$ cat config.mk
export PLATFORM = sky130hd
export DESIGN_NAME = nbit_seq_shifter
export DESIGN_NICKNAME = d
export VERILOG_FILES = /design/src/rtl/nbit_seq_shifter.sv
export SDC_FILE = /design/constraint.sdc
export NUM_CORES = 1
export LEC_CHECK = 0
export ABC_AREA = 0
export CORE_AREA = 3 3 68 70
export CTS_CLUSTER_SIZE = 25
export DETAILED_ROUTE_END_ITERATION = 10
export DIE_AREA = 0 0 71 73
export DONT_BUFFER_PORTS = 1
export PLACE_DENSITY_LB_ADDON = 0.3
export SYNTH_ARGS = -nofsm -noshare
export SYNTH_HDL_FRONTEND = slang
export SYNTH_SLANG_ARGS = --single-unit
$ cat constraint.sdc
create_clock -name clk -period 1.6 [get_ports clk]
set_clock_uncertainty 0.1 [all_clocks]
set_input_delay 0.24 -clock clk [delete_from_list [all_inputs] [get_ports clk]]
set_output_delay 0.24 -clock clk [all_outputs]
set_load 0.02 [all_outputs]
$ cat src/rtl/nbit_seq_shifter.sv
// Iterative N-bit shifter: one bit position per clock for SLL/SRL/SRA/ROL,
// with valid/ready handshakes on both the operand and the result side.
module nbit_seq_shifter #(
    parameter  int N   = 32,
    localparam int SHW = $clog2(N)
) (
    input  logic           clk,
    input  logic           rst,
    input  logic           in_valid,
    output logic           in_ready,
    input  logic [N-1:0]   in_data,
    input  logic [SHW-1:0] in_shamt,
    input  logic [1:0]     in_mode,
    output logic           out_valid,
    input  logic           out_ready,
    output logic [N-1:0]   out_data,
    output logic           busy
);

    typedef enum logic [1:0] {
        S_IDLE  = 2'd0,
        S_SHIFT = 2'd1,
        S_DONE  = 2'd2
    } state_t;

    localparam logic [1:0] MODE_SLL = 2'b00;
    localparam logic [1:0] MODE_SRL = 2'b01;
    localparam logic [1:0] MODE_SRA = 2'b10;

    state_t         r_state;
    logic [N-1:0]   r_data;
    logic [1:0]     r_mode;
    logic [SHW-1:0] r_count;

    state_t         w_state_next;
    logic [N-1:0]   w_data_next;
    logic [1:0]     w_mode_next;
    logic [SHW-1:0] w_count_next;
    logic [N-1:0]   w_shift1;
    logic           w_accept;

    assign in_ready  = (r_state == S_IDLE) || ((r_state == S_DONE) && out_ready);
    assign w_accept  = in_valid && in_ready;
    assign out_valid = (r_state == S_DONE);
    assign busy      = (r_state == S_SHIFT);
    assign out_data  = r_data;

    // Single-position step of the working register for the latched mode.
    always_comb begin
        w_shift1 = {r_data[N-2:0], r_data[N-1]};
        case (r_mode)
            MODE_SLL: w_shift1 = {r_data[N-2:0], 1'b0};
            MODE_SRL: w_shift1 = {1'b0, r_data[N-1:1]};
            MODE_SRA: w_shift1 = {r_data[N-1], r_data[N-1:1]};
            default:  w_shift1 = {r_data[N-2:0], r_data[N-1]};
        endcase
    end

    always_comb begin
        w_state_next = r_state;
        w_data_next  = r_data;
        w_mode_next  = r_mode;
        w_count_next = r_count;
        case (r_state)
            S_IDLE, S_DONE: begin
                if (w_accept) begin
                    w_data_next  = in_data;
                    w_mode_next  = in_mode;
                    w_count_next = in_shamt;
                    w_state_next = (in_shamt == '0) ? S_DONE : S_SHIFT;
                end else if (r_state == S_DONE && out_ready) begin
                    w_state_next = S_IDLE;
                end
            end
            S_SHIFT: begin
                w_data_next  = w_shift1;
                w_count_next = r_count - 1'b1;
                // The edge that takes count from 1 to 0 also performs the last shift.
                if (r_count == SHW'(1)) begin
                    w_state_next = S_DONE;
                end
            end
            default: w_state_next = S_IDLE;
        endcase
    end

    always_ff @(posedge clk) begin
        if (rst) begin
            r_state <= S_IDLE;
            r_data  <= '0;
            r_mode  <= '0;
            r_count <= '0;
        end else begin
            r_state <= w_state_next;
            r_data  <= w_data_next;
            r_mode  <= w_mode_next;
            r_count <= w_count_next;
        end
    end

endmodule
# Word level (Yosys, flattened, before mapping)
# Cells that the tools add are included.
# classes
addsub	1
n_eq_ne	9
muxes	10
n_reduce_logical	12
# op_table
op	n
$pmux 32 s3	1
$pmux 32 s2	1
$mux 32	1
$pmux 5 s2	1
$mux 2	4
$reduce_and 2->1	3
$eq 5x1->1 const B	1
$logic_not 5->1	1
$mux 5	1
$sub 5x1->5 const B	1
$eq 2x1->1 const B	2
$eq 2x2->1 const B	2
$logic_not 2->1	2
$ne 2x2->1 const B	2
$pmux 2 s2	1
$ne 3x3->1 const B	1
$reduce_and 3->1	1
$logic_and 1x1->1	2
$ne 2x1->1 const B	1
$reduce_bool 2->1	1
$reduce_or 2->1	1
$logic_or 1x1->1	1
# word_totals
ff_bits	41
in_bits	43
elab_cells	37

# Logic depth before layout (Yosys ltp)
# depth
depth_word	6
depth_mapped	7

# Worst setup path before layout
# No wires, ideal clock.
# synth_timing
kind	register to register
start	reg r_mode[1]
end	reg r_data[30], in the netlist out_data[30]
setup_ns	0.117
t_arrival_ns	1.297
path_slack_ns	0.086
stages_incl_launch_ff	6
n_path_buf	1
synth_period_minus_slack_ns	1.514
path_cell_list	dfxtp_1 -> xor2_2 -> buf_6 -> mux2i_1 -> o21ai_1 -> a22o_1
# synth_between
elab_chain_len	3
word_cells_on_any_way	5
classes_between	eq/ne: 2; mux: 2; reduce/logical: 1
# synth_rtl
element	line	text
start: declaration	32	logic [1:0] r_mode;
start signal: assignment	96	r_mode <= w_mode_next;
$eq 2x2->1 (tied with other cells)	51	case (r_mode)
$pmux 32 s3 *	51	
$pmux 32 s2 *	64	case (r_state)
end signal: assignment	95	r_data <= w_data_next;
end: declaration	31	logic [N-1:0] r_data;
# Mark *: on every way between the ends. The rest lies on a longest branch, timed or not.
# A chain may end at the register's enable or synchronous reset.

# Worst setup path after layout
# layout_timing
start	reg r_state[1]
end	out busy
# layout_between
elab_chain_len	1
# layout_rtl
element	line	text
start: declaration	30	state_t r_state;
start signal: assignment	94	r_state <= w_state_next;
$eq 2x1->1	45	assign busy = (r_state == S_SHIFT);
end: declaration	17	output logic busy
# No other way between the ends.

==> flow_metrics.env <==
export IMPL_dp_hpwl_mm=3.65
export IMPL_via_count=1882
export IMPL_cp_start_kind="flip-flop"
export IMPL_final_util_pct=62.3
export IMPL_worst_slew_pin_transition_ns=0.402
export IMPL_die_width_um=71
export IMPL_start_util_pct=54.3
export IMPL_final_common_cell="nand2_1"
export IMPL_max_freq_ghz=0.652
export IMPL_max_cap_viol_count=0
export IMPL_synth_top_cell_area_share_pct=37.5
export IMPL_cts_made_buffers=5
export IMPL_synthCells=253
export IMPL_cts_sinks=41
export IMPL_switchingPower_uw=899
export IMPL_p_seq_share_pct=49.7
export IMPL_rsz0062_at_grt="true"
export IMPL_path_class="reg2out"
export IMPL_dieArea_um2=5180
export IMPL_peakVddDrop_uv=698
export IMPL_grt_antenna_before_repair=0
export IMPL_clk_latency_ns=0.28
export IMPL_cts_root_buf="clkbuf_8"
export IMPL_antenna_cells=0
export IMPL_clk_pin_slew_worst_paths_ns=0.07
export IMPL_nFillCells=363
export IMPL_clock_path_buffers=2
export IMPL_cp_end_kind="output pin"
export IMPL_synth_area_leaders="dfxtp_1 (37%), mux2i_1 (14%), a22o_1 (12%)"
export IMPL_numPortBuffers=0
export IMPL_final_cell_mix="nand2_1 (40), dfxtp_1 (38), mux2i_1 (31), o21ai_1 (31), a22o_1 (29)"
export IMPL_power_density_nw_per_um2=1070
export IMPL_hold_viol=0
export IMPL_place_inst=299
export IMPL_slew_headroom_pct=73.1
export IMPL_avgSynthCellArea_um2=8.65
export IMPL_hp_class="in2reg"
export IMPL_drtAntennaViolNets=0
export IMPL_dieHeight_um=73
export IMPL_arrival_ns=1.19
export IMPL_instances_no_fill=311
export IMPL_core_area_um2=4030
export IMPL_period_needed_ns=1.53
export IMPL_grt_pass1_wl_mm=8.23
export IMPL_routabilityCongestion=0.859
export IMPL_overflow=0
export IMPL_p_int_mw=1.78
export IMPL_grt_pass1_vias=1753
export IMPL_final_nets=306
export IMPL_min_period_over_period_pct=95.8
export IMPL_routed_via_density=6.05
export IMPL_fp_row_count=23
export IMPL_grt_max_degree=48
export IMPL_slew_violations=0
export IMPL_switching_share_pct=33.6
export IMPL_yosys_warnings=0
export IMPL_drt_initial_drc_count=64
export IMPL_p_leak_nw=0.997
export IMPL_drcViolationCount=0
export IMPL_multi_input_area_um2=1270
export IMPL_routed_wl_mm=5.22
export IMPL_setup_violations=0
export IMPL_syn2layout_area_growth_pct=14.7
export IMPL_firstDrtPassIters=4
export IMPL_status="complete, no violations"
export IMPL_htreeDepth=2
export IMPL_crit_fanout=9
export IMPL_synth_area_leader_cell="dfxtp_1"
export IMPL_synth_seq_cells=41
export IMPL_ios=78
export IMPL_synthesis_nets=298
export IMPL_cp_required_ns=1.26
export IMPL_register_area_um2=830
export IMPL_final_area_um2=2510
export IMPL_synth_distinct_cells=37
export IMPL_postPlaceCellArea_um2=2350
export IMPL_drive_gt1_share_pct=13.0
export IMPL_pwr_share_clk_pct=25.9
export IMPL_gr_usage_all_layers_pct=19.4
export IMPL_cts_tree="yes"
export IMPL_ys_seq_area_share_pct=37.5
export IMPL_combPwrFrac_pct=24.4
export IMPL_wl_per_cell_um=16.8
export IMPL_synth_area_um2=2190
[cells in the mapped netlist]
master and number:
o21ai_0 1, buf_6 3, nor2_1 8, nor3_1 2
ha_1 2, nand3_1 1, a21oi_2 1, o21bai_1 1
a221o_1 1, nor2b_1 3, buf_2 8, nand2b_1 3
and2_1 1, or4_1 1, nand3b_1 1, a21oi_1 15
o211ai_1 2, a211oi_2 1, dfxtp_1 41, o311a_1 1
a32oi_1 1, a22o_1 29, a221oi_1 1, inv_1 4
xor2_2 1, o2bb2ai_1 2, o21ai_1 31, buf_1 3
nand2_1 40, o21a_1 1, a31oi_1 1, mux2i_1 31
a21o_1 2, inv_2 1, clkbuf_1 5, o221ai_1 2
or3_1 1
[stage by stage]
stage	power (mW)	hold WS, ns	worst slack (ns)	setup TNS, ns
floorplan	1.81	0.276	0.0863	0
global placement	1.97	0.212	0.0707	0
detailed placement	1.98	0.214	0.0338	0
CTS	2.68	0.0145	0.0101	0
global route	2.82	0.0331	-0.00290	-0.00290
finish	2.68	0.0221	0.0669	0
[layout make-up]
class                   instances  share of cell area [%]
clock buffers                   6                    3.29
clock inverters                 1                   0.299
inverters                       5                   0.747
multi-input cells             188                    50.7
flip-flops and latches         41                    33.0
well taps                      50                    2.49
repair buffers                 20                    9.47
[state kept, by name (all words and copies together) (netlist names)]
signal	count
r_state	2
r_mode	2
r_count	5
out_data	32
[power by group through the flow]
stage	clock (mW)	sequential, mW	combinational (mW)
2_1_floorplan	0	1.32	0.485
3_3_place_gp	0	1.35	0.616
3_5_place_dp	0	1.36	0.627
4_1_cts	0.708	1.33	0.637
5_1_grt	0.743	1.35	0.723
6_report	0.694	1.33	0.653
[metal layers]
metal  share of wire, %  vias up  global-route usage [%]
met5                  0        -                       0
met4               0.44        0                    4.59
met3                7.7        2                    7.02
met2                 46       63                    31.5
met1                 46      882                    24.6
li1                   -      935                       -
[critical path, cell delays in order, from the launching register on]
cell and delay, ns:
dfxtp_1 0.31, nand2b_2 0.24, inv_2 0.19, buf_4 0.17
[repair_timing]
| item | CTS | global route |
|---|---|---|
| buffers inserted | 0 | 1 |
| hold endpoints to repair | 7 | 0 |
| endpoints found under the setup margin | 0 | 26 |
| hold buffers | 3 | 0 |
| resized for setup | 0 | 6 |
[kinds of logic after synthesis]
logic type                 count (synthesis)  share of synthesized area [%]
and+or+nand+nor                           61                           11.9
muxes                                     31                           14.2
AOI/OAI and AO/OA                         93                           29.0
buffers and inverters                     24                           5.60
adders and majority gates                  2                           1.14
xor gates and xnor gates                   1                          0.743
DFF                                       41                           37.5
[final timing paths]
| kind | start | end | slack [ns] | cells after the start |
|---|---|---|---|---|
| worst max-delay path | r_state[1] | busy | 0.07 | 3 |
| worst min-delay path | rst | r_state[1] | 0.02 | 2 |
| worst max register to register | r_state[0] | out_data[19] | 0.09 | 5 |
| worst min register to register | r_count[1] | r_count[1] | 0.38 | 2 |
No activity file was read; power rests on OpenSTA's default activity.
